==> src/rtl/hazard_pkg.sv <==
// hazard_pkg
// Shared types and constants for the hazard-light sequencer.
//   state_t    : pattern state machine encoding (IDLE plus three patterns)
//   mode_t     : displayed mode, the encoding matches the switch request
//   PAT_*      : LED patterns, bit 2 is the leftmost LED
//   firstState : entry state of a mode
//   patternOf  : Moore output decode of a state
package hazard_pkg;

  typedef enum logic [3:0] {
    IDLE,
    C_A,
    C_B,
    R_0,
    R_1,
    R_2,
    L_0,
    L_1,
    L_2
  } state_t;

  typedef enum logic [1:0] {
    CALM  = 2'b00,
    RIGHT = 2'b01,
    LEFT  = 2'b10
  } mode_t;

  localparam logic [2:0] PAT_OFF = 3'b000;
  localparam logic [2:0] PAT_101 = 3'b101;
  localparam logic [2:0] PAT_010 = 3'b010;
  localparam logic [2:0] PAT_100 = 3'b100;
  localparam logic [2:0] PAT_001 = 3'b001;

  // Entry state used whenever a mode is (re)entered.
  function automatic state_t firstState(input mode_t m);
    case (m)
      CALM:    firstState = C_A;
      RIGHT:   firstState = R_0;
      LEFT:    firstState = L_0;
      default: firstState = C_A;
    endcase
  endfunction

  // LED pattern shown while sitting in a given state.
  function automatic logic [2:0] patternOf(input state_t s);
    case (s)
      C_A:     patternOf = PAT_101;
      C_B:     patternOf = PAT_010;
      R_0:     patternOf = PAT_100;
      R_1:     patternOf = PAT_010;
      R_2:     patternOf = PAT_001;
      L_0:     patternOf = PAT_001;
      L_1:     patternOf = PAT_010;
      L_2:     patternOf = PAT_100;
      default: patternOf = PAT_OFF;
    endcase
  endfunction

endpackage

==> src/rtl/tick_gen.sv <==
// tick_gen
// Prescaler that turns the fast clock into a one-cycle step strobe.
//   clk    : in  clock
//   reset  : in  asynchronous active-low reset
//   enable : in  1 = count, 0 = hold the count and suppress step
//   step   : out high on the last cycle of each TICK_DIV-cycle period
module tick_gen #(
  parameter int TICK_DIV = 25_000_000,
  localparam int TICK_W = $clog2(TICK_DIV + 1)
) (
  input  logic clk,
  input  logic reset,
  input  logic enable,
  output logic step
);

  logic [TICK_W-1:0] cnt_q;
  logic [TICK_W-1:0] cnt_d;
  logic              lastCnt;

  // With TICK_DIV == 1 the count never leaves zero, so lastCnt is always true.
  assign lastCnt = (cnt_q == TICK_W'(TICK_DIV - 1));
  assign step    = enable && lastCnt;

  always_comb begin
    cnt_d = cnt_q;
    if (enable) begin
      cnt_d = lastCnt ? '0 : cnt_q + TICK_W'(1);
    end
  end

  always_ff @(posedge clk or negedge reset) begin
    if (!reset) begin
      cnt_q <= '0;
    end else begin
      cnt_q <= cnt_d;
    end
  end

endmodule

==> src/rtl/hazard_sequencer.sv <==
// hazard_sequencer
// Steps a three-LED hazard pattern once per prescaled step, following the
// mode requested on two asynchronous switches.
//   clk    : in  clock, all state on its rising edge
//   reset  : in  asynchronous active-low reset
//   enable : in  1 = run, 0 = freeze prescaler, state and outputs
//   sw1    : in  mode request MSB (asynchronous)
//   sw0    : in  mode request LSB (asynchronous)
//   out    : out LED pattern, out[2] is the leftmost LED
//   mode   : out mode being displayed (00 CALM, 01 RIGHT, 10 LEFT)
//   step   : out one-cycle pulse marking a pattern step
module hazard_sequencer
  import hazard_pkg::*;
#(
  parameter int TICK_DIV = 25_000_000
) (
  input  logic       clk,
  input  logic       reset,
  input  logic       enable,
  input  logic       sw1,
  input  logic       sw0,
  output logic [2:0] out,
  output logic [1:0] mode,
  output logic       step
);

  logic [1:0] swMeta_q;
  logic [1:0] swSync_q;
  logic       stepW;
  state_t     state_q;
  state_t     state_d;
  mode_t      mode_q;
  mode_t      mode_d;
  logic [2:0] out_q;
  logic [2:0] out_d;
  mode_t      reqMode;

  tick_gen #(
    .TICK_DIV(TICK_DIV)
  ) uTickGen (
    .clk   (clk),
    .reset (reset),
    .enable(enable),
    .step  (stepW)
  );

  assign step = stepW;
  assign out  = out_q;
  assign mode = mode_q;

  // Two-flop synchroniser per switch; both stages clear on reset.
  always_ff @(posedge clk or negedge reset) begin
    if (!reset) begin
      swMeta_q <= 2'b00;
      swSync_q <= 2'b00;
    end else begin
      swMeta_q <= {sw1, sw0};
      swSync_q <= swMeta_q;
    end
  end

  // Request 11 means "stay in the current mode"; from IDLE there is no
  // current pattern yet, so it falls back to CALM.
  always_comb begin
    reqMode = mode_q;
    case (swSync_q)
      2'b00:   reqMode = CALM;
      2'b01:   reqMode = RIGHT;
      2'b10:   reqMode = LEFT;
      default: reqMode = (state_q == IDLE) ? CALM : mode_q;
    endcase
  end

  // Next state only moves on a step. A mode change jumps straight to the
  // new mode's first state rather than finishing the old sequence.
  always_comb begin
    state_d = state_q;
    mode_d  = mode_q;
    out_d   = out_q;
    if (stepW) begin
      if (state_q == IDLE || reqMode != mode_q) begin
        state_d = firstState(reqMode);
      end else begin
        case (state_q)
          C_A:     state_d = C_B;
          C_B:     state_d = C_A;
          R_0:     state_d = R_1;
          R_1:     state_d = R_2;
          R_2:     state_d = R_0;
          L_0:     state_d = L_1;
          L_1:     state_d = L_2;
          L_2:     state_d = L_0;
          default: state_d = IDLE;
        endcase
      end
      mode_d = reqMode;
      out_d  = patternOf(state_d);
    end
  end

  // Pattern and mode are registered together so they change on the same edge.
  always_ff @(posedge clk or negedge reset) begin
    if (!reset) begin
      state_q <= IDLE;
      mode_q  <= CALM;
      out_q   <= PAT_OFF;
    end else begin
      state_q <= state_d;
      mode_q  <= mode_d;
      out_q   <= out_d;
    end
  end

endmodule

==> config.mk <==
export PLATFORM = sky130hd
export DESIGN_NAME = hazard_sequencer
export DESIGN_NICKNAME = d
export VERILOG_FILES = /design/src/rtl/hazard_pkg.sv /design/src/rtl/tick_gen.sv /design/src/rtl/hazard_sequencer.sv
export SDC_FILE = /design/constraint.sdc
export NUM_CORES = 1
export LEC_CHECK = 0
export CAP_MARGIN = 20
export CORE_MARGIN = 5
export CORE_UTILIZATION = 35
export DETAILED_ROUTE_END_ITERATION = 12
export GPL_ROUTABILITY_DRIVEN = 0
export PLACE_DENSITY_LB_ADDON = 0.3
export SLEW_MARGIN = 30
export SYNTH_ARGS = -nofsm -noshare
export SYNTH_HDL_FRONTEND = slang
export SYNTH_SLANG_ARGS = --single-unit
==> constraint.sdc <==
create_clock -name clk -period 2.4 [get_ports clk]
set_clock_uncertainty 0.1 [all_clocks]
set_input_delay 0.72 -clock clk [delete_from_list [all_inputs] [get_ports clk]]
set_output_delay 0.72 -clock clk [all_outputs]
set_load 0.02 [all_outputs]
==> flow_summary_export.csv, run 1 <==
group,metric,value,unit
job,maxCapViolations,0,
timing,slew_viol_final,0,
timing,hold_ws,252,ps
pwr,vdd_ir_drop_max,318,µV
route,remaining_drc_errors,0,
worst_setup_path,r2r_end,"out[2]",
worst_setup_path,crit_buf_inv,1,
status,violations,"setup timing",
worst_setup_path,start_kind,"flip-flop",
logic_synthesis,postSynthAreaPerCell,9.78,µm²
timing,rsz0062_at_grt,"yes",
worst_setup_path,criticalPathCategory,"flip-flop to output port",
logic_synthesis,yosysTopAreaCell,"dfrtp_1",
finish,design_area,3030,µm²
placed_design,port_buffers,10,
logic_synthesis,seq_area_frac_synth,44.2,%
worst_setup_path,crit_required,1580,ps
floorplanning,core_area,5960,µm²
finish,finish.utilization,50.9,%
finish,fill_cells,544,
clocking,cts_hold_buf,0,
logic_synthesis,synth.top_cell.area_share,44.2,%
timing,finalHoldViolations,0,
route,wl_met2,2290,µm
logic_synthesis,syn_nets,234,
route,first_pass_iters,4,
timing,slew-limit-headroom,64.0,%
logic_synthesis,synth_common_cells,"dfrtp_1 (38), nor2_1 (22), nand2_1 (16)",
logic_synthesis,synth_area_leaders,"dfrtp_1 (44%), xor2_1 (5.7%), ha_1 (5.2%), nor2_1 (3.8%), xnor2_1 (3.7%)",
timing,final.min_clock_period,2490,ps
clocking,cts_htree_levels,2,
logic_synthesis,synth_seq_cells,38,
worst_setup_path,worst-r2r-setup-slack,-30,ps
worst_setup_path,crit_fanout,6,
route,drt_iter0_markers,100,
clocking,cts_tree,"done",
worst_setup_path,max_stage_delay,420,ps
grt,grt-ovfl-total,0,
route,drt_wl_total,4990,µm
worst_setup_path,r2r_cells,15,
finish,area_delta_synth_final,40.9,%
route,via_per_inst,5.09,
grt,grt_max_degree,26,
timing,tightest_slew,539,ps
logic_synthesis,synth-edff-count,0,
placed_design,hpwl,3570,µm
pwr,fin_total_pwr,1.77,mW
timing,fin_setup_tns,-115,ps
placed_design,place_area,2730,µm²
floorplanning,die_y,88.4,µm
worst_setup_path,cp_slowest_cell,"dfrtp_2",
timing,fin_crit_sh,104,%
worst_setup_path,worstPathArrival,1670,ps
clocking,clock_path_buffers,2,
pwr,power_switching,0.434,mW
route,ant_nets,0,
finish,final_nets,305,
status,outcome,"finished, violations left",
clocking,root_buffer,"clkbuf_8",
grt,grt_pass1_wl,8650,µm
hold_path,holdPathEnd,"swSync_q[1]",
hold_path,min_from,"swMeta_q[1]",
finish,diodes,0,
timing,max_freq,0.402,GHz
pwr,intPower,1.33,mW
grt,grtUsageTotal,14.1,%
logic_synthesis,yosysUniqueCellTypes,44,
worst_setup_path,r2r-start,"state_q[0]",
timing,worst_slack,-86.7,ps
worst_setup_path,end_kind,"output port",
finish,layout-drive-gt1-share,34.9,%
floorplanning,fp-row-count,28,
timing,setup_viol,2,
hold_path,hold_depth,0,
pwr,power_frac_seq,41.2,%
grt,antenna_found_initial,0,
floorplanning,start_util,36.1,%
floorplanning,die-width,88.4,µm
grt,first_global_vias,1880,
route,met1Wirelength,2410,µm
logic_synthesis,synthCells,220,
pwr,combPwrFrac,20.8,%
logic_synthesis,synthArstFlopShare,100,%
route,vias,1869,
logic_synthesis,yosysMostFrequentCell,"dfrtp_1",
worst_setup_path,critPathTopFamily,"simple AND/OR/NAND/NOR gates",
pwr,swShare,24.6,%
floorplanning,dieArea,7810,µm²
logic_synthesis,syn_area,2150,µm²
pwr,clock_power_share,38.0,%
route,wl_met3,163,µm
clocking,clk_latency,290,ps
pwr,power_density,583,nW/µm²
floorplanning,pin_count,11,
pwr,power.leakage,1.40,nW
route,top_layer,"met4",
clocking,cts.sinks,38,
logic_synthesis,ys.flop_type,"dfrtp_1",
worst_setup_path,path_cells,"and4_1 -> nand4_1 -> nor4_4 -> buf_4",
clocking,clkTransAtPathRegs,80,ps
route,wire_per_inst,13.6,µm
clocking,cts_made_buffers,5,
logic_synthesis,ys_warn_count,0,
hold_path,hp-class,"flip-flop to flip-flop",
-- worst max-delay path by stage --
| stage | start | end | slack (ps) | depth (start not counted) |
|---|---|---|---|---|
| after CTS | uTickGen.cnt_q[0] | step | -200 | 5 |
| after global routing | uTickGen.cnt_q[6] | step | -160 | 4 |
| after global placement | enable | step | -750 | 4 |
| final | uTickGen.cnt_q[11] | step | -90 | 4 |
| after detailed placement | enable | step | -730 | 4 |
| after floorplan | state_q[1] | out[1] | 10 | 13 |
-- worst reg2reg max path, stage by stage, from the launching register on --
cell and delay (ps):
dfrtp_1 390, inv_2 90, ha_4 150, nand2b_4 60, or2_4 230, nand2_2 70, a21boi_2 50, ha_2 200
a31oi_4 150, a21o_1 140, inv_2 70, ha_4 160, nor2_4 80, a311oi_2 50, a31oi_1 230, a21oi_1 90
-- cell type report --
cell class	count	area [µm²]	share of cell area, %
Clock inverter	2	60.1	1.98
Sequential cell	38	952	31.4
Inverter	12	45.0	1.49
Tap cell	75	93.8	3.10
Multi-Input combinational cell	164	1240	40.9
Clock buffer	6	82.6	2.73
Timing Repair Buffer	70	558	18.4
-- registers in the layout (all words and copies together), names as in the netlist --
signal and count:
mode 2, state_q 4, out 3, swMeta_q 2, swSync_q 2, uTickGen.cnt_q 25
-- repair_timing --
action	4_1_cts	5_1_grt
buffers inserted	6	2
resized for setup	20	8
setup endpoints to repair	4	8
pin swaps	12	11
-- layout by cell type, fill, tap and decap left out, drive strengths merged, types with 2 or more instances in the layout --
| master | instances |
|---|---|
| a21oi | 3 |
| a31oi | 5 |
| and3 | 4 |
| and4 | 4 |
| buf | 62 |
| bufinv | 2 |
| clkbuf | 6 |
| clkdlybuf4s50 | 7 |
| dfrtp | 38 |
| ha | 9 |
| inv | 12 |
| mux2 | 4 |
| nand2 | 16 |
| nand2b | 4 |
| nand3 | 13 |
| nand4 | 12 |
| nor2 | 22 |
| nor2b | 3 |
| nor3 | 5 |
| nor4 | 4 |
| nor4b | 4 |
| o211ai | 4 |
| o21ai | 6 |
| o21ba | 2 |
| o21bai | 2 |
| xnor2 | 9 |
| xor2 | 14 |
-- power groups by stage --
stage | clock (mW) | sequential (mW) | combinational, mW
floorplan | 0 | 0.758 | 0.143
global placement | 0 | 0.737 | 0.331
detailed placement | 0 | 0.740 | 0.336
CTS | 0.687 | 0.729 | 0.364
global route | 0.714 | 0.738 | 0.407
finish | 0.671 | 0.728 | 0.367
-- through the flow --
step / setup slack [ps] / instances
2_1_floorplan: 12.1 / 220
3_3_place_gp: -747 / 351
3_5_place_dp: -731 / 351
4_1_cts: -202 / 365
5_1_grt: -163 / 367
6_report: -86.7 / 367
-- metal layers --
| metal | track usage, % | vias to the layer above |
|---|---|---|
| met4 | 6.87 | 0 |
| met2 | 22.2 | 35 |
| met1 | 18.6 | 891 |
| li1 | - | 932 |
| met3 | 2.89 | 11 |
| met5 | 0 | - |
-- cell families after synthesis --
family | after synthesis | synth area share, %
buffers and inverters | 18 | 3.72
DFF | 38 | 44.2
xor gates and xnor gates | 23 | 9.37
AOI/OAI and AO/OA | 31 | 10.0
muxes | 5 | 2.56
and+or+nand+nor | 96 | 24.9
adders and majority gates | 9 | 5.24
Power figures use the tool's default switching activity.
==> run 2: changes to the inputs <==
Settings changed: SYNTH_HIERARCHICAL set to 1.
==> flow_summary_export.csv, run 2 <==
group,metric,value,unit
worst_setup_path,worstPathArrival,2780,ps
floorplanning,core_area,5890,µm²
worst_setup_path,crit_fanout,3,
pwr,power.leakage,1.33,nW
logic_synthesis,synth_area_leaders,"dfrtp_1 (45%), ha_1 (5.4%), xnor2_1 (3.8%), nand2_1 (3.4%), nand4_1 (3.0%)",
floorplanning,start_util,35.7,%
worst_setup_path,cp.depth,14,
pwr,power_density,580,nW/µm²
logic_synthesis,synth_seq_cells,38,
grt,grtUsageTotal,14.1,%
finish,layout_commonest_cell,"buf_4",
logic_synthesis,ys_warn_count,6,
logic_synthesis,seq_area_frac_synth,45.3,%
placed_design,port_buffers,10,
timing,fin_setup_tns,-1010,ps
clocking,cts_made_buffers,5,
clocking,cts.sinks,38,
timing,rsz0062_at_grt,"yes",
hold_path,hp-class,"flip-flop to flip-flop",
logic_synthesis,syn_nets,226,
timing,max_freq,0.370,GHz
grt,first_global_vias,1899,
status,outcome,"finished, violations left",
grt,grt-ovfl-total,0,
finish,diodes,0,
worst_setup_path,path_cells,"inv_2 -> ha_4 -> or3b_4 -> nand2_2 -> a21boi_2 -> ha_4 -> inv_2 -> a31oi_4 -> a41o_1 -> buf_4 -> buf_6 -> ha_4 -> o21ai_0 -> a32o_1",
clocking,cts_hold_buf,0,
pwr,vdd_ir_drop_max,395,µV
route,remaining_drc_errors,0,
finish,final_nets,295,
worst_setup_path,criticalPathCategory,"flip-flop to flip-flop",
timing,final.min_clock_period,2700,ps
finish,regMostFlops,"uTickGen/cnt_q",
timing,tightest_slew,494,ps
worst_setup_path,cpMostUsedCell,"ha_4",
finish,largest_reg_flops,25,
grt,antenna_found_initial,0,
job,maxCapViolations,0,
placed_design,hpwl,3350,µm
worst_setup_path,start_kind,"flip-flop",
logic_synthesis,yosysUniqueCellTypes,49,
finish,design_area,2950,µm²
worst_setup_path,end_kind,"flip-flop",
finish,fill_cells,550,
route,first_pass_iters,4,
timing,setup_viol,4,
clocking,clkTransAtPathRegs,80,ps
finish,final_cell_mix,"buf_4 (55), dfrtp_1 (38), nand2_1 (15)",
grt,grt_pass1_wl,8560,µm
route,vias,1815,
clocking,cts_htree_levels,2,
timing,finalHoldViolations,0,
route,drt_iter0_markers,44,
floorplanning,fp-row-count,28,
route,wire_per_inst,13.3,µm
logic_synthesis,postSynthAreaPerCell,9.90,µm²
logic_synthesis,yosysTopAreaCell,"dfrtp_1",
worst_setup_path,r2r_cells,14,
clocking,cts_tree,"done",
logic_synthesis,ys.flop_type,"dfrtp_1",
placed_design,place_area,2680,µm²
floorplanning,die_y,87.4,µm
floorplanning,die-width,87.4,µm
logic_synthesis,synth.top_cell.area_share,45.3,%
finish,area_delta_synth_final,40.4,%
clocking,root_buffer,"clkbuf_8",
logic_synthesis,synthArstFlopShare,100,%
grt,grt_max_degree,39,
route,via_per_inst,5.08,
floorplanning,dieArea,7640,µm²
timing,worst_slack,-300,ps
timing,slew-limit-headroom,67.1,%
status,violations,"setup timing",
floorplanning,pin_count,11,
worst_setup_path,cp_slowest_cell,"dfrtp_1",
route,drt_wl_total,4750,µm
timing,fin_crit_sh,113,%
logic_synthesis,synth_common_cells,"dfrtp_1 (38), nand2_1 (19), inv_1 (14)",
logic_synthesis,syn_area,2100,µm²
timing,slew_viol_final,0,
worst_setup_path,crit_required,2480,ps
timing,hold_ws,252,ps
worst_setup_path,max_stage_delay,390,ps
logic_synthesis,synthCells,212,
worst_setup_path,critPathTopFamily,"compound AO/OA/AOI/OAI gates",
placed_design,dp_cells,341,
pwr,fin_total_pwr,1.71,mW
clocking,clk_latency,290,ps
clocking,clock_path_buffers,2,
finish,stdcell_count,357,
hold_path,hold_depth,0,
logic_synthesis,yosysMostFrequentCell,"dfrtp_1",
route,ant_nets,0,
logic_synthesis,synth-edff-count,0,
finish,layout-drive-gt1-share,35.5,%
worst_setup_path,crit_buf_inv,4,
==> run 2: where the power goes <==
part           switching, mW  total (mW)  internal (mW)
Sequential            0.0299       0.720          0.690
Combinational          0.158       0.331          0.173
Clock                  0.240       0.657          0.417
==> run 2: final cells by class <==
class	count	area, µm²	share of cell area (%)
clock buffer	5	68.8	2.34
inverter	14	55.1	1.87
timing repair buffer	68	543	18.4
sequential	38	951	32.3
multi-input combinational	154	1160	39.5
clock inverter	3	68.8	2.34
tap	75	93.8	3.19
==> run 2: path summary, 6_finish.rpt <==
check	startpoint	slack, ps	end
setup / recovery	state_q[1]	-300	out[1]
hold / removal	swMeta_q[0]	250	swSync_q[0]
setup reg to reg	state_q[1]	-300	out[1]
hold reg to reg	swMeta_q[0]	250	swSync_q[0]
max in group asynchronous	reset	1480	state_q[3]
min in group asynchronous	reset	370	uTickGen/cnt_q[17]
==> run 2: what timing repair did <==
item	4_1_cts	5_1_grt
pin swaps	10	3
gates resized for setup	22	4
endpoints found under the hold margin	0	0
buffers inserted	2	6
endpoints found under the setup margin	6	6
==> run 2: per-layer routing <==
metal  vias to the layer above  part of all wire, %  global-route usage [%]
li1                        909                    -                       -
met1                       878                   48                    18.0
met2                        20                   49                    23.8
met3                         8                  2.2                    2.84
met4                         0                  1.5                    4.32
met5                         -                    0                       0
==> run 2: kinds of logic (layout without fill, tap and decap cells) <==
logic type	Yosys count	count (layout)	share of synthesized area, %
mux	6	6	3.04
flops	38	38	45.3
simple gates	88	88	24.3
fa+ha+maj	9	9	5.37
buf+inv	20	90	3.70
xor+xnor	15	15	6.26
compound gates	36	36	12.0
==> run 2: stage by stage <==
stage / setup WS, ps / utilization [%]
2_1_floorplan: -356 / -
3_3_place_gp: -622 / 45.5
3_5_place_dp: -628 / 45.5
4_1_cts: -274 / 49.1
5_1_grt: -423 / 50.0
6_report: -300 / 50.0
==> run 3: changes to the inputs <==
Settings changed: CAP_MARGIN 20 to unset, SKIP_LAST_GASP set to 1.
Clock period 2.4 ns to 3.4 ns, I/O delays scaled along.
==> flow_summary_export.csv, run 3 (synthesis gave the netlist of run 2 again) <==
group,metric,value,unit
route,remaining_drc_errors,0,
finish,layout-drive-gt1-share,13.4,%
status,outcome,"finished, final reports clean",
timing,slew-limit-headroom,64.1,%
clocking,post-cts-setup-buffers,0,
clocking,cts_tree,"done",
timing,hold_ws,252,ps
clocking,cts_htree_levels,2,
timing,rsz0062_at_grt,"no",
worst_setup_path,max_stage_delay,470,ps
floorplanning,start_util,35.7,%
clocking,clk_latency,280,ps
grt,first_global_vias,1600,
clocking,clkTransAtPathRegs,70,ps
route,drt_wl_total,4170,µm
timing,slew_viol_final,0,
clocking,root_buffer,"clkbuf_8",
grt,grt_max_degree,39,
finish,area_delta_synth_final,15.3,%
pwr,fin_total_pwr,0.983,mW
finish,diodes,0,
floorplanning,pin_count,11,
worst_setup_path,critPathTopFamily,"buffers and inverters",
floorplanning,core_area,5890,µm²
route,first_pass_iters,4,
route,vias,1641,
finish,final_nets,244,
floorplanning,die_y,87.4,µm
worst_setup_path,crit_required,2280,ps
grt,grt-ovfl-total,0,
route,wire_per_inst,13.6,µm
finish,design_area,2420,µm²
timing,final.min_clock_period,3220,ps
pwr,power_density,406,nW/µm²
finish,final_cell_mix,"dfrtp_1 (38), nand2_1 (19), inv_1 (14)",
clocking,cts.sinks,38,
clocking,cts_hold_buf,0,
route,via_per_inst,5.36,
floorplanning,dieArea,7640,µm²
floorplanning,die-width,87.4,µm
placed_design,place_area,2320,µm²
worst_setup_path,cp_slowest_cell,"clkdlybuf4s50_1",
clocking,cts_made_buffers,5,
grt,grtUsageTotal,12.0,%
job,maxCapViolations,0,
grt,antenna_found_initial,0,
worst_setup_path,end_kind,"output port",
timing,fin_crit_sh,94.8,%
floorplanning,fp-row-count,28,
finish,largest_reg_flops,25,
timing,setup_viol,0,
worst_setup_path,crit_fanout,2,
placed_design,port_buffers,10,
route,ant_nets,0,
timing,max_freq,0.310,GHz
finish,layout_commonest_cell,"dfrtp_1",
finish,fill_cells,618,
placed_design,dp_cells,298,
clocking,cts_resized,2,
timing,tightest_slew,534,ps
hold_path,hp-class,"flip-flop to flip-flop",
clocking,clock_path_buffers,2,
worst_setup_path,crit_buf_inv,3,
pwr,power.leakage,1.04,nW
worst_setup_path,path_cells,"clkdlybuf4s50_1 -> inv_1 -> nor4_2 -> clkbuf_2",
worst_setup_path,worstPathArrival,2100,ps
finish,stdcell_count,306,
worst_setup_path,criticalPathCategory,"input pin to output port",
placed_design,hpwl,2950,µm
finish,regMostFlops,"uTickGen/cnt_q",
pwr,vdd_ir_drop_max,229,µV
route,drt_iter0_markers,66,
worst_setup_path,start_kind,"input pin",
grt,grt_pass1_wl,7340,µm
timing,finalHoldViolations,0,
run 3: changes by cell type in the layout (fill, tap and decap cells not counted), moves of 4 or more:
cell	before	now
ha_1	4	9
buf_6	4	0
nand2_1	15	19
inv_1	8	14
inv_2	5	0
nand2_2	4	0
buf_4	55	8
run 3: worst reg2reg max path, cell delays in order (launching register included):
cell and delay (ps):
dfrtp_1 380, inv_1 80, ha_1 220, or3b_2 550, nand2_1 100, nand2_1 70, nand2_1 70, ha_1 130
inv_1 60, a31oi_4 230, a41o_1 220, inv_1 70, ha_1 180, or3_1 360, a32o_1 240
run 3: cell type report:
class                      instances  area (µm²)  area share, %
multi-input combinational        154        1080           44.9
sequential                        38         951           39.3
timing repair buffer              17         145           6.00
tap                               75        93.8           3.88
clock buffer                       7        86.3           3.57
inverter                          14        52.6           2.17
clock inverter                     1        5.00          0.207
run 3: final timing paths:
kind / slack (ps) / depth (start not counted) / startpoint / end
max: 180 / 4 / enable / step
min: 250 / 0 / swMeta_q[1] / swSync_q[1]
min reg2reg: 250 / 0 / swMeta_q[1] / swSync_q[1]
max reg2reg: 220 / 14 / state_q[0] / out[0]
min in group asynchronous: 600 / 1 / reset / uTickGen/cnt_q[0]
max in group asynchronous: 2260 / 1 / reset / uTickGen/cnt_q[9]
run 3: where the power goes:
| part | internal [mW] | leakage [nW] | switching [mW] |
|---|---|---|---|
| logic | 0.0609 | 0.499 | 0.0678 |
| clock network | 0.164 | 0.0482 | 0.157 |
| registers | 0.487 | 0.493 | 0.0462 |
| total | 0.712 | 1.04 | 0.271 |
run 3: through the flow:
step / TNS [ps] / setup WS [ps] / util (%)
finish: 0 / 176 / 41.1
global route: 0 / 35.0 / 41.1
CTS: 0 / 5.89 / 41.0
detailed placement: -293 / -293 / 39.4
global placement: -301 / -301 / 39.4
floorplan: 0 / 77.1 / -
run 3: routing by layer:
metal  vias up  track usage, %  wire length, µm
li1        806               -                -
met5         -               0                0
met1       821            15.7             2020
met2        12            19.5             2020
met4         0            4.18               36
met3         2            2.84               97
==> patch 1 (config.mk and constraints of run 1) <==
Put one more register stage on the output `out`, cleared by the reset. The value now appears one clock later. The other outputs are not delayed to match. Comments in the files are not updated.
--- a/src/rtl/hazard_sequencer.sv
+++ b/src/rtl/hazard_sequencer.sv
@@ -45,7 +45,13 @@
   );
 
   assign step = stepW;
-  assign out  = out_q;
+  always_ff @(posedge clk or negedge reset) begin
+    if (!reset) begin
+      out <= '0;
+    end else begin
+      out <= out_q;
+    end
+  end
   assign mode = mode_q;
 
   // Two-flop synchroniser per switch; both stages clear on reset.
Check against the original RTL: same outputs for any inputs over 10 cycles, from zero or initial values and one cycle with reset low; that may be too few to reach the edited logic, so the function may still have changed.
==> patch 1 against run 1 <==
Area after synthesis shrank 1.4%. Routed wire length decreased by 19%. Core utilization shrank 3.8 points. Sequential cell count rose by 3. Design area is 8.0% lower. Final cell count is 7.9% lower. Critical path depth rose by 2. Worst setup slack gained 0.094 ns. Via count shrank 17%. Total power decreased by 12%. Register-to-register slack improved by 0.17 ns. Highest routed layer unchanged.
==> patch 1: results (changes against run 1) <==
<table>
<tr><th>Metric</th><th>Value</th></tr>
<tr><th colspan="2">Synth</th></tr>
<tr><td>Sequential area share after synthesis</td><td>48.4% (was 44.2%)</td></tr>
<tr><td>Netlist cell types</td><td>46 (was 44)</td></tr>
<tr><td>Syn_nets</td><td>221 (was 234)</td></tr>
<tr><td>Number of synthesis warnings</td><td>0 (unchanged)</td></tr>
<tr><td>Top post-synthesis cells by area</td><td>dfrtp_1 (48%), ha_1 (5.3%), nand2_1 (5.1%) (was dfrtp_1 (44%), xor2_1 (5.7%), ha_1 (5.2%))</td></tr>
<tr><td>Most common flop cell mapped by yosys</td><td>dfrtp_1 (unchanged)</td></tr>
<tr><th colspan="2">Power</th></tr>
<tr><td>Leakage dissipation</td><td>1.42 nW (was 1.40 nW)</td></tr>
<tr><td>Fraction of power spent switching nets</td><td>23.9% (was 24.6%)</td></tr>
<tr><td>Max VDD drop</td><td>0.437 mV (was 0.318 mV)</td></tr>
<tr><th colspan="2">STA</th></tr>
<tr><td>Worst slew slack as a fraction of its limit</td><td>67.3% (was 64.0%)</td></tr>
<tr><th colspan="2">Placement</th></tr>
<tr><td>Number of port buffers</td><td>10 (unchanged)</td></tr>
<tr><td>HPWL reported at the end of detailed placement</td><td>2.95 mm (was 3.57 mm)</td></tr>
<tr><td>Post-placement cell area</td><td>2590 um2 (was 2730 um2)</td></tr>
<tr><th colspan="2">Route</th></tr>
<tr><td>Routed wire length per instance</td><td>12.0 um (was 13.6 um)</td></tr>
<tr><td>Post-DR vias/cell</td><td>4.58 (was 5.09)</td></tr>
<tr><td>Drt initial violations</td><td>22 (was 100)</td></tr>
<tr><th colspan="2">Worst setup path</th></tr>
<tr><td>Largest stage delay, worst path</td><td>0.36 ns (was 0.42 ns)</td></tr>
<tr><td>Critical path fanouts, max</td><td>2 (was 6)</td></tr>
<tr><td>Arrival time worst endpoint</td><td>1.57 ns (was 1.67 ns)</td></tr>
<tr><td>Slowest-stage cell, CP</td><td>dfrtp_1 (was dfrtp_2)</td></tr>
<tr><th colspan="2">Global route</th></tr>
<tr><td>Global-route wire length before repair</td><td>7.20 mm (was 8.65 mm)</td></tr>
<tr><td>Via count of the first global-routing pass</td><td>1609 (was 1880)</td></tr>
<tr><td>Pin count of the biggest net entering global routing</td><td>23 (was 26)</td></tr>
<tr><td>Total global-route track usage</td><td>12.0% (was 14.1%)</td></tr>
<tr><th colspan="2">Finish</th></tr>
<tr><td>Fin nets</td><td>276 (was 305)</td></tr>
<tr><td>Proportion of layout cells with a drive suffix above 1</td><td>30.0% (was 34.9%)</td></tr>
<tr><th colspan="2">Status</th></tr>
<tr><td>Result of the run</td><td>finished clean (was finished with violations)</td></tr>
</table>
==> patch 1: worst paths after layout <==
check,to,start,cells after the start,slack (ns)
max in group asynchronous,uTickGen.cnt_q[9],reset,2,1.38
hold reg to reg,swSync_q[1],swMeta_q[1],0,0.24
hold / removal,swSync_q[1],swMeta_q[1],0,0.24
setup reg to reg,out_q[1],state_q[0],12,0.14
setup / recovery,step,uTickGen.cnt_q[12],6,0.007
min in group asynchronous,out_q[0],reset,1,0.27
==> patch 1: critical path: cells and delay by family (launching register included) <==
family | cells | cell delay, ns
flops | 1 | 0.36
buf+inv | 2 | 0.19
simple gates | 4 | 0.72
==> patch 1: cell families after synthesis <==
family,count (synthesis),share of synthesized area (%)
xor gates and xnor gates,19,7.85
buffers and inverters,20,4.54
muxes,8,3.89
adders and majority gates,9,5.31
DFF,41,48.4
AOI/OAI and AO/OA,28,8.20
and+or+nand+nor,82,21.8
==> patch 1: power by group through the flow <==
stage          combinational [W]  sequential (W)  clock, W
2_1_floorplan          0.0000814        0.000780         0
3_3_place_gp            0.000204        0.000768         0
3_5_place_dp            0.000211        0.000768         0
4_1_cts                 0.000211        0.000757  0.000607
5_1_grt                 0.000238        0.000764  0.000638
6_report                0.000209        0.000757  0.000590
==> patch 1: layout make-up <==
class | instances | area, um2 | share of cell area (%)
multi-input cells | 146 | 1060 | 38.1
clock buffers | 6 | 82.6 | 2.96
well taps | 75 | 93.8 | 3.36
clock inverters | 2 | 37.5 | 1.35
inverters | 13 | 48.8 | 1.75
flip-flops and latches | 41 | 1030 | 36.8
repair buffers | 55 | 438 | 15.7
==> patch 1: through the flow <==
stage	hold slack, ns	setup slack, ns	setup TNS, ns	cells
finish	0.243	0.00684	0	338
global route	0.255	-0.118	-0.118	338
CTS	0.244	-0.0315	-0.0315	338
detailed placement	0.236	-0.370	-1.40	329
global placement	0.231	-0.367	-1.22	329
floorplan	0.231	0.0929	0	207
==> patch 1: per-layer routing <==
layer | GRT usage (%) | up-vias | share of wire [%]
met3 | 3.10 | 8 | 2.8
met1 | 15.1 | 724 | 48
met4 | 3.49 | 0 | 0.99
met2 | 20.1 | 11 | 49
li1 | - | 805 | -
met5 | 0 | - | 0
==> patch 1: timing repair <==
action | 4_1_cts | 5_1_grt
gates resized for setup | 11 | 9
gates cloned | 0 | 0
pin swaps | 3 | 1
hold buffers | 0 | 0
endpoints found under the setup margin | 3 | 5
setup buffers | 1 | 0
==> patch 2 (config.mk and constraints of run 1) <==
Without the edit above. `TICK_DIV` is set to 25_000_000 in 2 places; all go to 100_000_000.
--- a/src/rtl/tick_gen.sv
+++ b/src/rtl/tick_gen.sv
@@ -5,7 +5,7 @@
 //   enable : in  1 = count, 0 = hold the count and suppress step
 //   step   : out high on the last cycle of each TICK_DIV-cycle period
 module tick_gen #(
-  parameter int TICK_DIV = 25_000_000,
+  parameter int TICK_DIV = 100_000_000,
   localparam int TICK_W = $clog2(TICK_DIV + 1)
 ) (
   input  logic clk,
--- a/src/rtl/hazard_sequencer.sv
+++ b/src/rtl/hazard_sequencer.sv
@@ -12,7 +12,7 @@
 module hazard_sequencer
   import hazard_pkg::*;
 #(
-  parameter int TICK_DIV = 25_000_000
+  parameter int TICK_DIV = 100_000_000
 ) (
   input  logic       clk,
   input  logic       reset,
Function: no difference found for any inputs over 10 cycles, from zero or initial values and one cycle with reset low; that may be too few to reach the edited logic, so the function may still have changed.
==> patch 2 against run 1 <==
The run still ends with negative setup slack left. Routed wire length increased by 6.4%. Total power is 10% lower. First-iteration DRC count shrank 37%. Clock power fell by 15%. Design area rose by 6.1%. Synthesized cell count increased by 3.2%. Sequential cell count rose by 2. Area after synthesis up 2.7%. Core utilization grew 0.62 points. Register-to-register slack worse by 0.13 ns. Worst setup slack got worse by 0.077 ns. Largest cell class unchanged. Largest power group unchanged.
==> patch 2: results (changes against run 1) <==
<table>
<tr><th>Metric</th><th>Value</th></tr>
<tr><th colspan="2">Status</th></tr>
<tr><td>Result of the run</td><td>finished with violations (unchanged)</td></tr>
<tr><td>Violations in the final reports</td><td>negative setup slack (unchanged)</td></tr>
<tr><th colspan="2">STA</th></tr>
<tr><td>Worst setup margin</td><td>-0.163 ns (was -0.0867 ns)</td></tr>
<tr><td>Final setup violation count</td><td>3 (was 2)</td></tr>
<tr><td>Worst slew slack as a fraction of its limit</td><td>66.0% (was 64.0%)</td></tr>
<tr><td>Total negative setup slack</td><td>-0.461 ns (was -0.115 ns)</td></tr>
<tr><th colspan="2">Synth</th></tr>
<tr><td>Netlist cell types</td><td>50 (was 44)</td></tr>
<tr><td>Top cell types by occurrence after synthesis</td><td>dfrtp_1 (40), nand2_1 (29), nor2_1 (18) (was dfrtp_1 (38), nor2_1 (22), nand2_1 (16))</td></tr>
<tr><td>Sequential area share after synthesis</td><td>45.3% (was 44.2%)</td></tr>
<tr><td>Syn_nets</td><td>241 (was 234)</td></tr>
<tr><th colspan="2">Global route</th></tr>
<tr><td>Via count of the first global-routing pass</td><td>1910 (was 1880)</td></tr>
<tr><td>Total global-route track usage</td><td>14.4% (was 14.1%)</td></tr>
<tr><td>Pin count of the biggest net entering global routing</td><td>41 (was 26)</td></tr>
<tr><th colspan="2">Route</th></tr>
<tr><td>Post-DR vias/cell</td><td>4.87 (was 5.09)</td></tr>
<tr><td>Routed wire length per instance</td><td>13.6 um (about the same)</td></tr>
<tr><td>Drt initial violations</td><td>63 (was 100)</td></tr>
<tr><th colspan="2">Finish</th></tr>
<tr><td>Number of inserted filler cells in the final layout</td><td>578 (was 544)</td></tr>
<tr><td>Proportion of layout cells with a drive suffix above 1</td><td>38.7% (was 34.9%)</td></tr>
<tr><td>Fin nets</td><td>326 (was 305)</td></tr>
<tr><td>Max reg flops</td><td>27 (was 25)</td></tr>
<tr><th colspan="2">Worst setup path</th></tr>
<tr><td>Critical path fanouts, max</td><td>3 (was 6)</td></tr>
<tr><td>Largest stage delay, worst path</td><td>0.39 ns (was 0.42 ns)</td></tr>
<tr><td>Arrival time worst endpoint</td><td>2.66 ns (was 1.67 ns)</td></tr>
<tr><td>Slowest-stage cell, CP</td><td>dfrtp_1 (was dfrtp_2)</td></tr>
<tr><th colspan="2">Placement</th></tr>
<tr><td>HPWL reported at the end of detailed placement</td><td>3.74 mm (was 3.57 mm)</td></tr>
<tr><td>Pre-CTS worst setup slack</td><td>-0.648 ns (was -0.731 ns)</td></tr>
<tr><th colspan="2">Power</th></tr>
<tr><td>Pint</td><td>0.00118 W (was 0.00133 W)</td></tr>
<tr><td>Max VDD drop</td><td>0.344 mV (was 0.318 mV)</td></tr>
<tr><td>Leakage dissipation</td><td>1.53 nW (was 1.40 nW)</td></tr>
</table>
## patch 2: changes by cell type after synthesis, sizes merged, moves of 3 or more
cell,run 1,this run
o21ai,6,15
nand2,16,30
nand3,13,9
nor2,22,18
nand4,12,9
o31ai,0,6
a31oi,5,1
o211ai,4,0
xor2,14,6
nor4b,4,0
a21o,1,4
inv,12,9
## patch 2: final timing paths
| kind | startpoint | endpoint | slack (ns) | cells after the start |
|---|---|---|---|---|
| min in group asynchronous | reset | uTickGen.cnt_q[20] | 0.36 | 2 |
| max in group asynchronous | reset | uTickGen.cnt_q[18] | 1.48 | 2 |
| hold / removal | swMeta_q[1] | swSync_q[1] | 0.25 | 0 |
| setup reg to reg | state_q[1] | out[0] | -0.16 | 14 |
| hold reg to reg | swMeta_q[1] | swSync_q[1] | 0.25 | 0 |
| setup / recovery | state_q[1] | out[0] | -0.16 | 14 |
## patch 2: cells by family after synthesis
family	after synthesis	synth area share, %
AOI/OAI and AO/OA	39	11.9
xor gates and xnor gates	17	6.74
adders and majority gates	9	5.10
buffers and inverters	16	3.57
DFF	40	45.3
muxes	5	2.38
and+or+nand+nor	101	25.0
## patch 2: power groups by stage
stage               clock network, W  registers [W]  logic (W)
CTS                         0.000586       0.000746   0.000263
floorplan                          0       0.000770   0.000104
global placement                   0       0.000757   0.000241
detailed placement                 0       0.000760   0.000249
finish                      0.000571       0.000745   0.000271
global route                0.000625       0.000755   0.000303
## patch 2: per-stage QoR
stage | power [W] | instance area [um2] | std cells | hold slack, ns
finish | 0.00159 | 3210 | 390 | 0.253
global route | 0.00168 | 3210 | 390 | 0.278
CTS | 0.00160 | 3100 | 381 | 0.256
detailed placement | 0.00101 | 2810 | 360 | 0.236
global placement | 0.000998 | 2810 | 360 | 0.235
floorplan | 0.000874 | 2270 | 227 | 0.231
## patch 2: repair_timing
action                                  CTS  global route
pin swaps                                13            13
endpoints found under the setup margin    4             5
setup buffers                            13             9
gates resized for setup                  20            12
## patch 2: routing by layer
layer | vias to the layer above | share of wire (%) | global-route usage [%]
li1 | 969 | - | -
met1 | 910 | 45 | 18.1
met5 | - | 0 | 0
met3 | 4 | 2.4 | 3.87
met4 | 0 | 0.64 | 3.25
met2 | 15 | 52 | 24.9
## patch 2: cell type report
class | instances | area [um2] | area share [%]
Clock buffer | 5 | 68.8 | 2.14
Clock inverter | 3 | 46.3 | 1.44
Inverter | 9 | 33.8 | 1.05
Multi-Input combinational cell | 171 | 1300 | 40.4
Sequential cell | 40 | 1000 | 31.1
Tap cell | 77 | 96.3 | 3.00
Timing Repair Buffer | 85 | 669 | 20.8
